[src/rtl/edram_access_scheduler_pkg.sv]
// Shared widths, address field layout and scheduler state encoding for the eDRAM access scheduler.
package edram_pkg;

    localparam int unsigned ADDR_W   = 15;
    localparam int unsigned DATA_W   = 32;
    localparam int unsigned BANK_W   = 4;
    localparam int unsigned ROW_W    = 6;
    localparam int unsigned COL_W    = 5;
    localparam int unsigned BANK_LSB = 11;
    localparam int unsigned ROW_LSB  = 5;

    // Access cycle counter and pending-refresh counter both top out at 15.
    localparam int unsigned CNT_W  = 4;
    localparam int unsigned PEND_W = 4;

    typedef enum logic [1:0] {
        IDLE,
        HOST_ACC,
        REF_ACC
    } sched_state_t;

    // Refresh accesses always target column 0 of the selected row.
    function automatic logic [ADDR_W-1:0] ref_addr(input logic [BANK_W-1:0] bank,
                                                   input logic [ROW_W-1:0]  row);
        return {bank, row, {COL_W{1'b0}}};
    endfunction

endpackage

[src/rtl/edram_access_scheduler_if.sv]
// Host request/response channel between a requester and the eDRAM access scheduler.
interface edram_access_scheduler_if;
    import edram_pkg::*;

    logic              host_valid;
    logic              host_ready;
    logic              host_we;
    logic [ADDR_W-1:0] host_addr;
    logic [DATA_W-1:0] host_wdata;
    logic              rsp_valid;
    logic [DATA_W-1:0] rsp_data;

    modport master (
        output host_valid, host_we, host_addr, host_wdata,
        input  host_ready, rsp_valid, rsp_data
    );

    modport slave (
        input  host_valid, host_we, host_addr, host_wdata,
        output host_ready, rsp_valid, rsp_data
    );

endinterface

[src/rtl/edram_access_scheduler_refresh_credit_ctr.sv]
// Interval timer that issues refresh credits into a saturating pending counter with sticky overflow.
module refresh_credit_ctr
    import edram_pkg::*;
#(
    parameter int unsigned REFRESH_INTERVAL = 512,
    parameter int unsigned MAX_PEND         = 8
) (
    input  logic              clk,
    input  logic              rst_n,
    input  logic              dec,
    output logic [PEND_W-1:0] pend,
    output logic              overflow
);

    localparam int unsigned TMR_W = $clog2(REFRESH_INTERVAL);

    logic [TMR_W-1:0] tmr;
    logic             credit;

    assign credit = (tmr == TMR_W'(REFRESH_INTERVAL - 1));

    // Free-running interval timer; runs regardless of scheduler state.
    always_ff @(posedge clk or negedge rst_n) begin
        if (!rst_n) begin
            tmr <= '0;
        end else if (credit) begin
            tmr <= '0;
        end else begin
            tmr <= tmr + TMR_W'(1);
        end
    end

    // Pending count: credit and decrement on the same edge cancel; a credit at saturation is lost.
    always_ff @(posedge clk or negedge rst_n) begin
        if (!rst_n) begin
            pend     <= '0;
            overflow <= 1'b0;
        end else if (credit && !dec) begin
            if (pend == PEND_W'(MAX_PEND)) begin
                overflow <= 1'b1;
            end else begin
                pend <= pend + PEND_W'(1);
            end
        end else if (dec && !credit) begin
            pend <= pend - PEND_W'(1);
        end
    end

endmodule

[src/rtl/edram_access_scheduler.sv]
// Serialises host accesses and periodic row refreshes onto the sram_top pins, holding each access for a fixed window.
module edram_access_scheduler
    import edram_pkg::*;
#(
    parameter int unsigned ACCESS_CYCLES    = 4,
    parameter int unsigned REFRESH_INTERVAL = 512,
    parameter int unsigned URGENT_THRESH    = 4,
    parameter int unsigned MAX_PEND         = 8,
    parameter int unsigned NUM_BANKS        = 2
) (
    input  logic                      clk,
    input  logic                      rst_n,
    edram_access_scheduler_if.slave   host,
    output logic [ADDR_W-1:0]         mem_addr,
    output logic [DATA_W-1:0]         mem_din,
    output logic                      mem_ce_n,
    output logic                      mem_we_n,
    input  logic [DATA_W-1:0]         mem_dout,
    output logic                      busy,
    output logic                      ref_overflow
);

    sched_state_t      state_q, state_d;
    logic [CNT_W-1:0]  cnt_q, cnt_d;
    logic [BANK_W-1:0] bank_q, bank_d;
    logic [ROW_W-1:0]  row_q, row_d;
    logic [ADDR_W-1:0] mem_addr_d;
    logic [DATA_W-1:0] mem_din_d;
    logic              mem_ce_n_d;
    logic              mem_we_n_d;
    logic              busy_d;
    logic              rsp_valid_q, rsp_valid_d;
    logic [DATA_W-1:0] rsp_data_q, rsp_data_d;
    logic [PEND_W-1:0] pend;
    logic              ref_dec;
    logic              urgent;

    refresh_credit_ctr #(
        .REFRESH_INTERVAL (REFRESH_INTERVAL),
        .MAX_PEND         (MAX_PEND)
    ) u_credit (
        .clk      (clk),
        .rst_n    (rst_n),
        .dec      (ref_dec),
        .pend     (pend),
        .overflow (ref_overflow)
    );

    assign urgent          = (pend >= PEND_W'(URGENT_THRESH));
    assign host.host_ready = (state_q == IDLE) && !urgent;
    assign host.rsp_valid  = rsp_valid_q;
    assign host.rsp_data   = rsp_data_q;

    // Next-state, access window and pin values; refresh wins when urgent, host next, then idle refresh.
    always_comb begin
        state_d     = state_q;
        cnt_d       = cnt_q;
        bank_d      = bank_q;
        row_d       = row_q;
        mem_addr_d  = mem_addr;
        mem_din_d   = mem_din;
        mem_ce_n_d  = mem_ce_n;
        mem_we_n_d  = mem_we_n;
        busy_d      = busy;
        rsp_valid_d = 1'b0;
        rsp_data_d  = rsp_data_q;
        ref_dec     = 1'b0;

        unique case (state_q)
            IDLE: begin
                if (urgent || (!host.host_valid && (pend != '0))) begin
                    state_d    = REF_ACC;
                    cnt_d      = '0;
                    mem_addr_d = ref_addr(bank_q, row_q);
                    mem_we_n_d = 1'b1;
                    mem_ce_n_d = 1'b0;
                    busy_d     = 1'b1;
                    ref_dec    = 1'b1;
                    row_d      = row_q + ROW_W'(1);
                    if (&row_q) begin
                        bank_d = (bank_q == BANK_W'(NUM_BANKS - 1)) ? '0 : bank_q + BANK_W'(1);
                    end
                end else if (host.host_valid) begin
                    state_d    = HOST_ACC;
                    cnt_d      = '0;
                    mem_addr_d = host.host_addr;
                    mem_din_d  = host.host_wdata;
                    mem_we_n_d = ~host.host_we;
                    mem_ce_n_d = 1'b0;
                    busy_d     = 1'b1;
                end
            end
            HOST_ACC, REF_ACC: begin
                if (cnt_q == CNT_W'(ACCESS_CYCLES - 1)) begin
                    state_d    = IDLE;
                    cnt_d      = '0;
                    mem_ce_n_d = 1'b1;
                    busy_d     = 1'b0;
                    if ((state_q == HOST_ACC) && mem_we_n) begin
                        rsp_valid_d = 1'b1;
                        rsp_data_d  = mem_dout;
                    end
                end else begin
                    cnt_d = cnt_q + CNT_W'(1);
                end
            end
            default: begin
                state_d = IDLE;
            end
        endcase
    end

    // State, refresh pointer and registered pin/response outputs.
    always_ff @(posedge clk or negedge rst_n) begin
        if (!rst_n) begin
            state_q     <= IDLE;
            cnt_q       <= '0;
            bank_q      <= '0;
            row_q       <= '0;
            mem_addr    <= '0;
            mem_din     <= '0;
            mem_ce_n    <= 1'b1;
            mem_we_n    <= 1'b1;
            busy        <= 1'b0;
            rsp_valid_q <= 1'b0;
            rsp_data_q  <= '0;
        end else begin
            state_q     <= state_d;
            cnt_q       <= cnt_d;
            bank_q      <= bank_d;
            row_q       <= row_d;
            mem_addr    <= mem_addr_d;
            mem_din     <= mem_din_d;
            mem_ce_n    <= mem_ce_n_d;
            mem_we_n    <= mem_we_n_d;
            busy        <= busy_d;
            rsp_valid_q <= rsp_valid_d;
            rsp_data_q  <= rsp_data_d;
        end
    end

endmodule
[src/flat_wrapper.sv]
// flat-port wrapper written by rule: the top's interface ports become plain ports
module edram_access_scheduler_flat import edram_pkg::*;
#(
    parameter int unsigned ACCESS_CYCLES    = 4,
    parameter int unsigned REFRESH_INTERVAL = 512,
    parameter int unsigned URGENT_THRESH    = 4,
    parameter int unsigned MAX_PEND         = 8,
    parameter int unsigned NUM_BANKS        = 2
)
  (clk, rst_n, mem_addr, mem_din, mem_ce_n, mem_we_n, mem_dout, busy, ref_overflow, host_host_valid, host_host_we, host_host_addr, host_host_wdata, host_host_ready, host_rsp_valid, host_rsp_data);
  edram_access_scheduler_if host_i ();
  input  logic clk;
  input  logic rst_n;
  output logic [ADDR_W-1:0] mem_addr;
  output logic [DATA_W-1:0] mem_din;
  output logic mem_ce_n;
  output logic mem_we_n;
  input  logic [DATA_W-1:0] mem_dout;
  output logic busy;
  output logic ref_overflow;
  input wire logic [$bits(host_i.host_valid)-1:0] host_host_valid;
  input wire logic [$bits(host_i.host_we)-1:0] host_host_we;
  input wire logic [$bits(host_i.host_addr)-1:0] host_host_addr;
  input wire logic [$bits(host_i.host_wdata)-1:0] host_host_wdata;
  output wire logic [$bits(host_i.host_ready)-1:0] host_host_ready;
  output wire logic [$bits(host_i.rsp_valid)-1:0] host_rsp_valid;
  output wire logic [$bits(host_i.rsp_data)-1:0] host_rsp_data;
  assign host_i.host_valid = host_host_valid;
  assign host_i.host_we = host_host_we;
  assign host_i.host_addr = host_host_addr;
  assign host_i.host_wdata = host_host_wdata;
  assign host_host_ready = host_i.host_ready;
  assign host_rsp_valid = host_i.rsp_valid;
  assign host_rsp_data = host_i.rsp_data;
  edram_access_scheduler #(.ACCESS_CYCLES(ACCESS_CYCLES), .REFRESH_INTERVAL(REFRESH_INTERVAL), .URGENT_THRESH(URGENT_THRESH), .MAX_PEND(MAX_PEND), .NUM_BANKS(NUM_BANKS)) u_core (.clk(clk), .rst_n(rst_n), .host(host_i), .mem_addr(mem_addr), .mem_din(mem_din), .mem_ce_n(mem_ce_n), .mem_we_n(mem_we_n), .mem_dout(mem_dout), .busy(busy), .ref_overflow(ref_overflow));
endmodule
[config.mk]
export PLATFORM = sky130hd
export DESIGN_NAME = edram_access_scheduler_flat
export DESIGN_NICKNAME = d
export VERILOG_FILES = /design/src/rtl/edram_access_scheduler_pkg.sv /design/src/rtl/edram_access_scheduler_if.sv /design/src/rtl/edram_access_scheduler_refresh_credit_ctr.sv /design/src/rtl/edram_access_scheduler.sv /design/src/flat_wrapper.sv
export SDC_FILE = /design/constraint.sdc
export NUM_CORES = 1
export LEC_CHECK = 0
export BUFFER_PORTS_ARGS = -buffer_cell sky130_fd_sc_hd__buf_2
export CORE_ASPECT_RATIO = 0.75
export CORE_MARGIN = 8
export CORE_UTILIZATION = 40
export CTS_CLUSTER_DIAMETER = 100
export DETAILED_ROUTE_END_ITERATION = 7
export GPL_TIMING_DRIVEN = 0
export PLACE_DENSITY_LB_ADDON = 0.25
export SYNTH_ARGS = -nofsm -noshare
export SYNTH_HDL_FRONTEND = slang
export SYNTH_SLANG_ARGS = --single-unit
[constraint.sdc]
create_clock -name clk -period 4.6 [get_ports clk]
set_clock_uncertainty 0.05 [all_clocks]
set_input_delay 0 -clock clk [delete_from_list [all_inputs] [get_ports clk]]
set_output_delay 0 -clock clk [all_outputs]
set_load 0.02 [all_outputs]
==> results of run 1 <==
-- registers in the layout (all words and copies together) (netlist names) --
name,flops
u_core.bank_q,4
u_core.busy,1
u_core.cnt_q,4
u_core.host.rsp_data,32
u_core.host.rsp_valid,1
u_core.mem_addr,15
u_core.mem_ce_n,1
u_core.mem_din,32
u_core.mem_we_n,1
u_core.row_q,6
u_core.state_q,2
u_core.u_credit.overflow,1
u_core.u_credit.pend,4
u_core.u_credit.tmr,9
-- worst reg2reg max path: stages (launching register included) --
cell and delay (ns):
dfrtp_1 0.37, ha_1 0.22, and3_1 0.20, and3_1 0.18, ha_1 0.25, o311ai_4 0.19, ha_1 0.34, a21o_1 0.19
a21o_1 0.19, or3_1 0.31, nand4_1 0.10
-- cells in the mapped netlist (all sizes together), types with 2 or more instances --
cell type and number:
nand3 10, and3 5, nor3 4, a21oi 2
or2 3, xnor2 6, clkbuf 3, buf 12
o21bai 2, xor2 10, mux2i 10, o22ai 3
a21o 3, nand4 2, or3 4, nand2 16
a32o 2, inv 6, nor2b 3, dfrtp 111
o21ai 15, dfstp 2, mux2 68, nor2 16
a22o 7, ha 8
-- where the power goes --
| group | switching, mW | total (mW) | leakage, nW | internal (mW) |
|---|---|---|---|---|
| Clock | 0.437 | 1.27 | 0.277 | 0.832 |
| Combinational | 0.959 | 1.69 | 1.92 | 0.734 |
| Sequential | 0.227 | 1.57 | 1.43 | 1.34 |
| Total | 1.62 | 4.53 | 3.63 | 2.90 |
-- cell families after synthesis --
| group | after synthesis | share of synthesized area, % |
|---|---|---|
| AOI/OAI and AO/OA | 43 | 7.168 |
| xor gates and xnor gates | 16 | 2.940 |
| adders and majority gates | 9 | 2.520 |
| buffers and inverters | 21 | 2.442 |
| DFF | 113 | 59.39 |
| muxes | 78 | 18.25 |
| and+or+nand+nor | 67 | 7.299 |
-- per-stage QoR --
step	cell area, µm²	power (mW)	hold slack, ns	utilization [%]
6_report	7239	4.527	0.06552	62.34
5_1_grt	7239	4.809	0.1027	62.34
4_1_cts	7239	4.567	0.07929	62.34
3_5_place_dp	5838	3.214	-0.06324	50.27
3_3_place_gp	5804	3.159	0.1427	49.98
2_1_floorplan	4766	2.659	-0.3456	-
-- final cells by class --
class                      count  share of cell area (%)
clock inverter                10                   1.521
timing repair buffer         250                   23.35
buffer                        15                   1.296
clock buffer                  21                   6.498
multi-input combinational    213                   25.13
sequential                   113                   39.09
tap                          162                   2.800
inverter                       6                  0.3111
-- worst paths after layout --
check                                          from                        to  slack [ns]  depth (start not counted)
setup / recovery             u_core.u_credit.tmr[0]   u_core.u_credit.pend[3]        1.94                         10
hold / removal                                rst_n  u_core.u_credit.overflow        0.07                          2
setup reg to reg             u_core.u_credit.tmr[0]   u_core.u_credit.pend[3]        1.94                         10
hold reg to reg            u_core.u_credit.overflow  u_core.u_credit.overflow        0.42                          1
max in group asynchronous                     rst_n           u_core.mem_ce_n        3.74                          3
min in group clk                    host_host_valid           u_core.cnt_q[1]        0.18                          4
-- routing by layer --
metal	vias to the layer above	share of wire [%]	track usage, %
met5	-	0	0
met2	129	46	25.72
met4	0	0.71	4.069
met3	11	9.6	7.917
li1	1769	-	-
met1	1796	44	20.79
-- what timing repair did --
item	CTS	global route
setup buffers	0	0
hold endpoints to repair	192	0
hold buffers	82	0
==> summary.txt, run 1 <==
Placed Cells incl. Taps: 677
area grow syn2layout: 51.90%
RSZ-0062 raised after global routing: false
largest net degree at the start of global routing: 63
H-tree Lvls: 4
Ant. Diodes: 0
Die Width: 142.0 µm
Fin Setup TNS: 0 ns
total track usage: 16.74%
fin nets: 708
Mean Syn Cell Area: 13.73 µm²
post-CTS resize count: 0
initial antenna violation count: 0
Reg area: 2830 µm²
commonest cells after routing, fill and taps aside: buf_2 (170), dfrtp_1 (111), dlygate4sd3_1 (82)
sequential area share after synthesis: 59.39%
Clock transition at path regs: 0.05 ns
Critical Path AT: 2.95 ns
number of global-route vias before repair: 4104
Leak: 3.626 nW
Hold Path Class: in -> async
Core Rows: 34
Finished Layout Cells: 790
Final ANT Viol Nets: 0
hpwl dp: 8.535 mm
initial core utilization: 41.04%
Top FF cell, synth: dfrtp_1
slowest CP cell: dfrtp_1
Ys Warns: 0
EDFF count, synth: 0
DR vias/cell: 4.690
Worst path top cell family by delay: adder cells
CTS Buf Count: 17
core footprint: 11610 µm²
syn_nets: 439
VDD IR max: 0.0004308 V
crit path capture type: register
largest area contributor in the netlist: dfrtp_1
final worst slack: 1.938 ns
area of the mapped netlist: 4766 µm²
CTS root buf: clkbuf_16
final hold violation count: 0
ys async rst share: 100.0%
Syn Inst Count: 347
share of the synthesized area in the top cell type: 58.28%
routed length per instance: 16.07 µm
fin crit share: 57.88%
fillers: 890
type of the worst setup path: reg -> reg
Post-Route WL: 12.69 mm
# port buffers: 167
DIE AREA: 15700 µm²
commonest non-fill, non-tap cell in the layout: buf_2
fmax: 0.3756 GHz
Pre-antenna DRT Iters: 4
first-pass GRT wire length: 21.07 mm
CTS tree: yes
fin crit period: 2.662 ns
clk_lat worst skew: 0.40 ns
P per Cell Area: 625.3 nW/µm²
share of layout cells above drive strength 1: 47.45%
Cell variety after synth: 51
multi-input logic area: 1819 µm²
Worst Tran Pin Value: 0.5304 ns
Bufs and invs on worst path: 0
clock buffer depth: 2
CP max stage delay: 0.37 ns
via count: 3705
die height: 110.5 µm
total gr overflow: 0
max_slew headroom: 64.64%
Req. time, crit path: 4.88 ns
I/O pin cnt: 168
DRC: 0
worst-path cell chain: ha_1 -> and3_1 -> and3_1 -> ha_1 -> o311ai_4 -> ha_1 -> a21o_1 -> a21o_1 -> or3_1 -> nand4_1
Setup violations, final: 0
RePlAce Congestion: 0.7670
clk sinks: 113
Setup Slack @ Placement: 1.966 ns
CP max FO: 7
cell mode on critical path: ha_1
Yosys reg bits: 113
Pins Over Slew Limit: 0
outcome: completed
Worst Setup Start Kind: register
synth top area cells: dfrtp_1 (58%), mux2_2 (16%), ha_1 (2.1%)
max_cap viols: 0
1st-iter DRT viols: 160
Power figures use the tool's default switching activity.
==> inputs of run 2 (changes only) <==
--- a/config.mk
+++ b/config.mk
@@ -5,6 +5,7 @@
 export SDC_FILE = /design/constraint.sdc
 export NUM_CORES = 1
 export LEC_CHECK = 0
+export ABC_AREA = 1
 export BUFFER_PORTS_ARGS = -buffer_cell sky130_fd_sc_hd__buf_2
 export CORE_ASPECT_RATIO = 0.75
 export CORE_MARGIN = 8
==> constraint.sdc (replaced) <==
create_clock -name clk -period 2.26 [get_ports clk]
set_clock_uncertainty 0.05 [all_clocks]
set_input_delay 0 -clock clk [delete_from_list [all_inputs] [get_ports clk]]
set_output_delay 0 -clock clk [all_outputs]
set_load 0.02 [all_outputs]
==> summary.txt, run 2 <==
most frequent cells after synthesis: dfrtp_1 (111), nand2_1 (61), mux2_2 (34)
Pre-antenna DRT Iters: 6
failing checks: negative setup slack
DIE AREA: 16270 µm²
Critical Path AT: 2.51 ns
number of global-route vias before repair: 4373
fin crit share: 100.4%
max_cap viols: 0
die height: 112.5 µm
worst reg-to-reg setup slack: -0.01 ns
max_slew headroom: 51.07%
clock buffer depth: 2
Setup violations, final: 1
largest net degree at the start of global routing: 59
post-layout util: 62.73%
share of layout cells above drive strength 1: 44.41%
Mean Syn Cell Area: 12.29 µm²
Cell variety after synth: 36
routed length per instance: 15.06 µm
Die Width: 144.6 µm
I/O pin cnt: 168
initial core utilization: 40.63%
CTS root buf: clkbuf_16
Top FF cell, synth: dfrtp_1
largest area contributor in the netlist: dfrtp_1
outcome: complete, but fails checks
Leak: 3.969 nW
CTS Buf Count: 17
via count: 3952
synth top area cells: dfrtp_1 (56%), mux2_4 (9.1%), mux2_2 (7.7%)
Core Rows: 35
Pwr Total: 10.44 mW
hpwl dp: 8.720 mm
syn_nets: 496
Placed Cells incl. Taps: 737
Worst Setup Start Kind: register
ys async rst share: 100.0%
Worst Tran Pin Value: 0.7340 ns
total gr overflow: 0
core footprint: 12220 µm²
fmax: 0.4406 GHz
total track usage: 16.56%
# port buffers: 166
CP max FO: 4
CTS tree: yes
Final ANT Viol Nets: 0
VDD IR max: 0.0007346 V
DRC: 0
1st-iter DRT viols: 154
Syn Inst Count: 404
Post-Route WL: 13.01 mm
RSZ-0062 raised after global routing: true
commonest non-fill, non-tap cell in the layout: buf_2
final hold violation count: 0
Hold Path Class: in -> async
crit path capture type: register
fin nets: 777
EDFF count, synth: 0
Ant. Diodes: 0
final worst slack: -0.009695 ns
Finished Layout Cells: 864
P per Cell Area: 1362 nW/µm²
top-count cell post-synth: dfrtp_1
initial antenna violation count: 0
Req. time, crit path: 2.50 ns
Critical path destination: u_core.u_credit.pend[3]
type of the worst setup path: reg -> reg
area grow syn2layout: 54.39%
sequential area share after synthesis: 57.01%
reg-to-reg endpoint: u_core.u_credit.pend[3]
fin crit period: 2.270 ns
clk sinks: 113
Ys Warns: 0
Pins Over Slew Limit: 0
area of the mapped netlist: 4965 µm²
first-pass GRT wire length: 21.27 mm
H-tree Lvls: 4
Register-to-Register Path Depth: 16
Fin Setup TNS: -0.009695 ns
hold_ws: 0.1376 ns
commonest cells after routing, fill and taps aside: buf_2 (165), dfrtp_1 (111), dlygate4sd3_1 (89)
Yosys reg bits: 113
RePlAce Congestion: 0.7529
share of the synthesized area in the top cell type: 55.95%
CP startpoint: u_core.u_credit.tmr[0]
DR vias/cell: 4.574
fillers: 960
worst r2r src: u_core.u_credit.tmr[0]
Clock transition at path regs: 0.06 ns
clk_lat worst skew: 0.41 ns
-- run 2: changes by cell type after synthesis, sizes merged, moves of 4 or more --
cell	before	now
a21oi	2	6
xnor2	6	1
and3	5	0
o21ai	15	36
nor2	16	20
nand3	10	22
mux2i	10	0
a22o	7	0
inv	6	31
or3	4	0
mux2	68	64
nand2	16	66
-- run 2: metrics by stage --
stage	setup WS (ns)	area, µm²
final	-0.009695	7665
after global routing	-0.2205	7665
after CTS	-0.07830	7639
after detailed placement	-0.2229	6086
after global placement	-0.1727	6056
after floorplan	0.001569	5017
-- run 2: metal layers --
layer	GRT usage, %	routed length, µm	vias up
li1	-	-	1910
met1	19.44	5419	1898
met2	27.49	6325	129
met3	6.319	1113	15
met4	4.979	150	0
met5	0	0	-
-- run 2: worst max-delay path, stage by stage (launching register included) --
cell and delay [ns]:
dfrtp_1 0.35, ha_2 0.19, nand2_2 0.05, inv_2 0.05, nand4_1 0.13, nor3b_2 0.28
ha_4 0.21, nand2_8 0.07, ha_4 0.22, nand2_2 0.06, nand2_2 0.05, a21oi_2 0.14
inv_1 0.05, nand2_1 0.07, nand3_1 0.08, nand2_1 0.06, nand2_1 0.05
-- run 2: kinds of logic (layout without fill, tap and decap cells) --
family          after synthesis  after routing  synth area share [%]
simple gates                118            118                 11.79
flops                       113            113                 57.01
mux                          64             64                 16.78
compound gates               46             46                 4.990
buf+inv                      42            336                 4.889
xor+xnor                     12             12                 2.117
fa+ha+maj                     9              9                 2.419
-- run 2: what timing repair did --
| item | in CTS | in global routing |
|---|---|---|
| setup buffers | 4 | 3 |
| hold buffers | 89 | 0 |
| setup endpoints to repair | 3 | 5 |
| resized for setup | 5 | 4 |
| pin swaps | 9 | 8 |
| endpoints found under the hold margin | 137 | 0 |
-- run 2: worst min-delay path by stage --
stage	to	depth (start not counted)	slack [ns]	start
finish	u_core.mem_addr[11]	2	0.14	rst_n
global route	u_core.mem_addr[11]	2	0.22	rst_n
CTS	u_core.mem_addr[11]	2	0.16	rst_n
detailed placement	u_core.mem_addr[11]	1	0.06	rst_n
global placement	u_core.mem_we_n	2	0.14	host_host_we
floorplan	u_core.bank_q[0]	0	-0.35	rst_n
-- run 2: power by group --
| part | switching, mW | internal (mW) | total [mW] |
|---|---|---|---|
| Sequential | 0.495 | 2.83 | 3.32 |
| Clock | 0.892 | 1.86 | 2.75 |
| Combinational | 2.47 | 1.89 | 4.36 |
-- run 2: layout make-up --
type                    instances  area [µm²]  area share [%]
plain buffers                  10       120.1           1.567
multi-input cells             249        1972           25.73
well taps                     166       207.7           2.710
repair buffers                263        1804           23.54
flip-flops and latches        113        2830           36.92
clock inverters                11       161.4           2.106
clock buffers                  21       450.4           5.877
inverters                      31       118.9           1.551
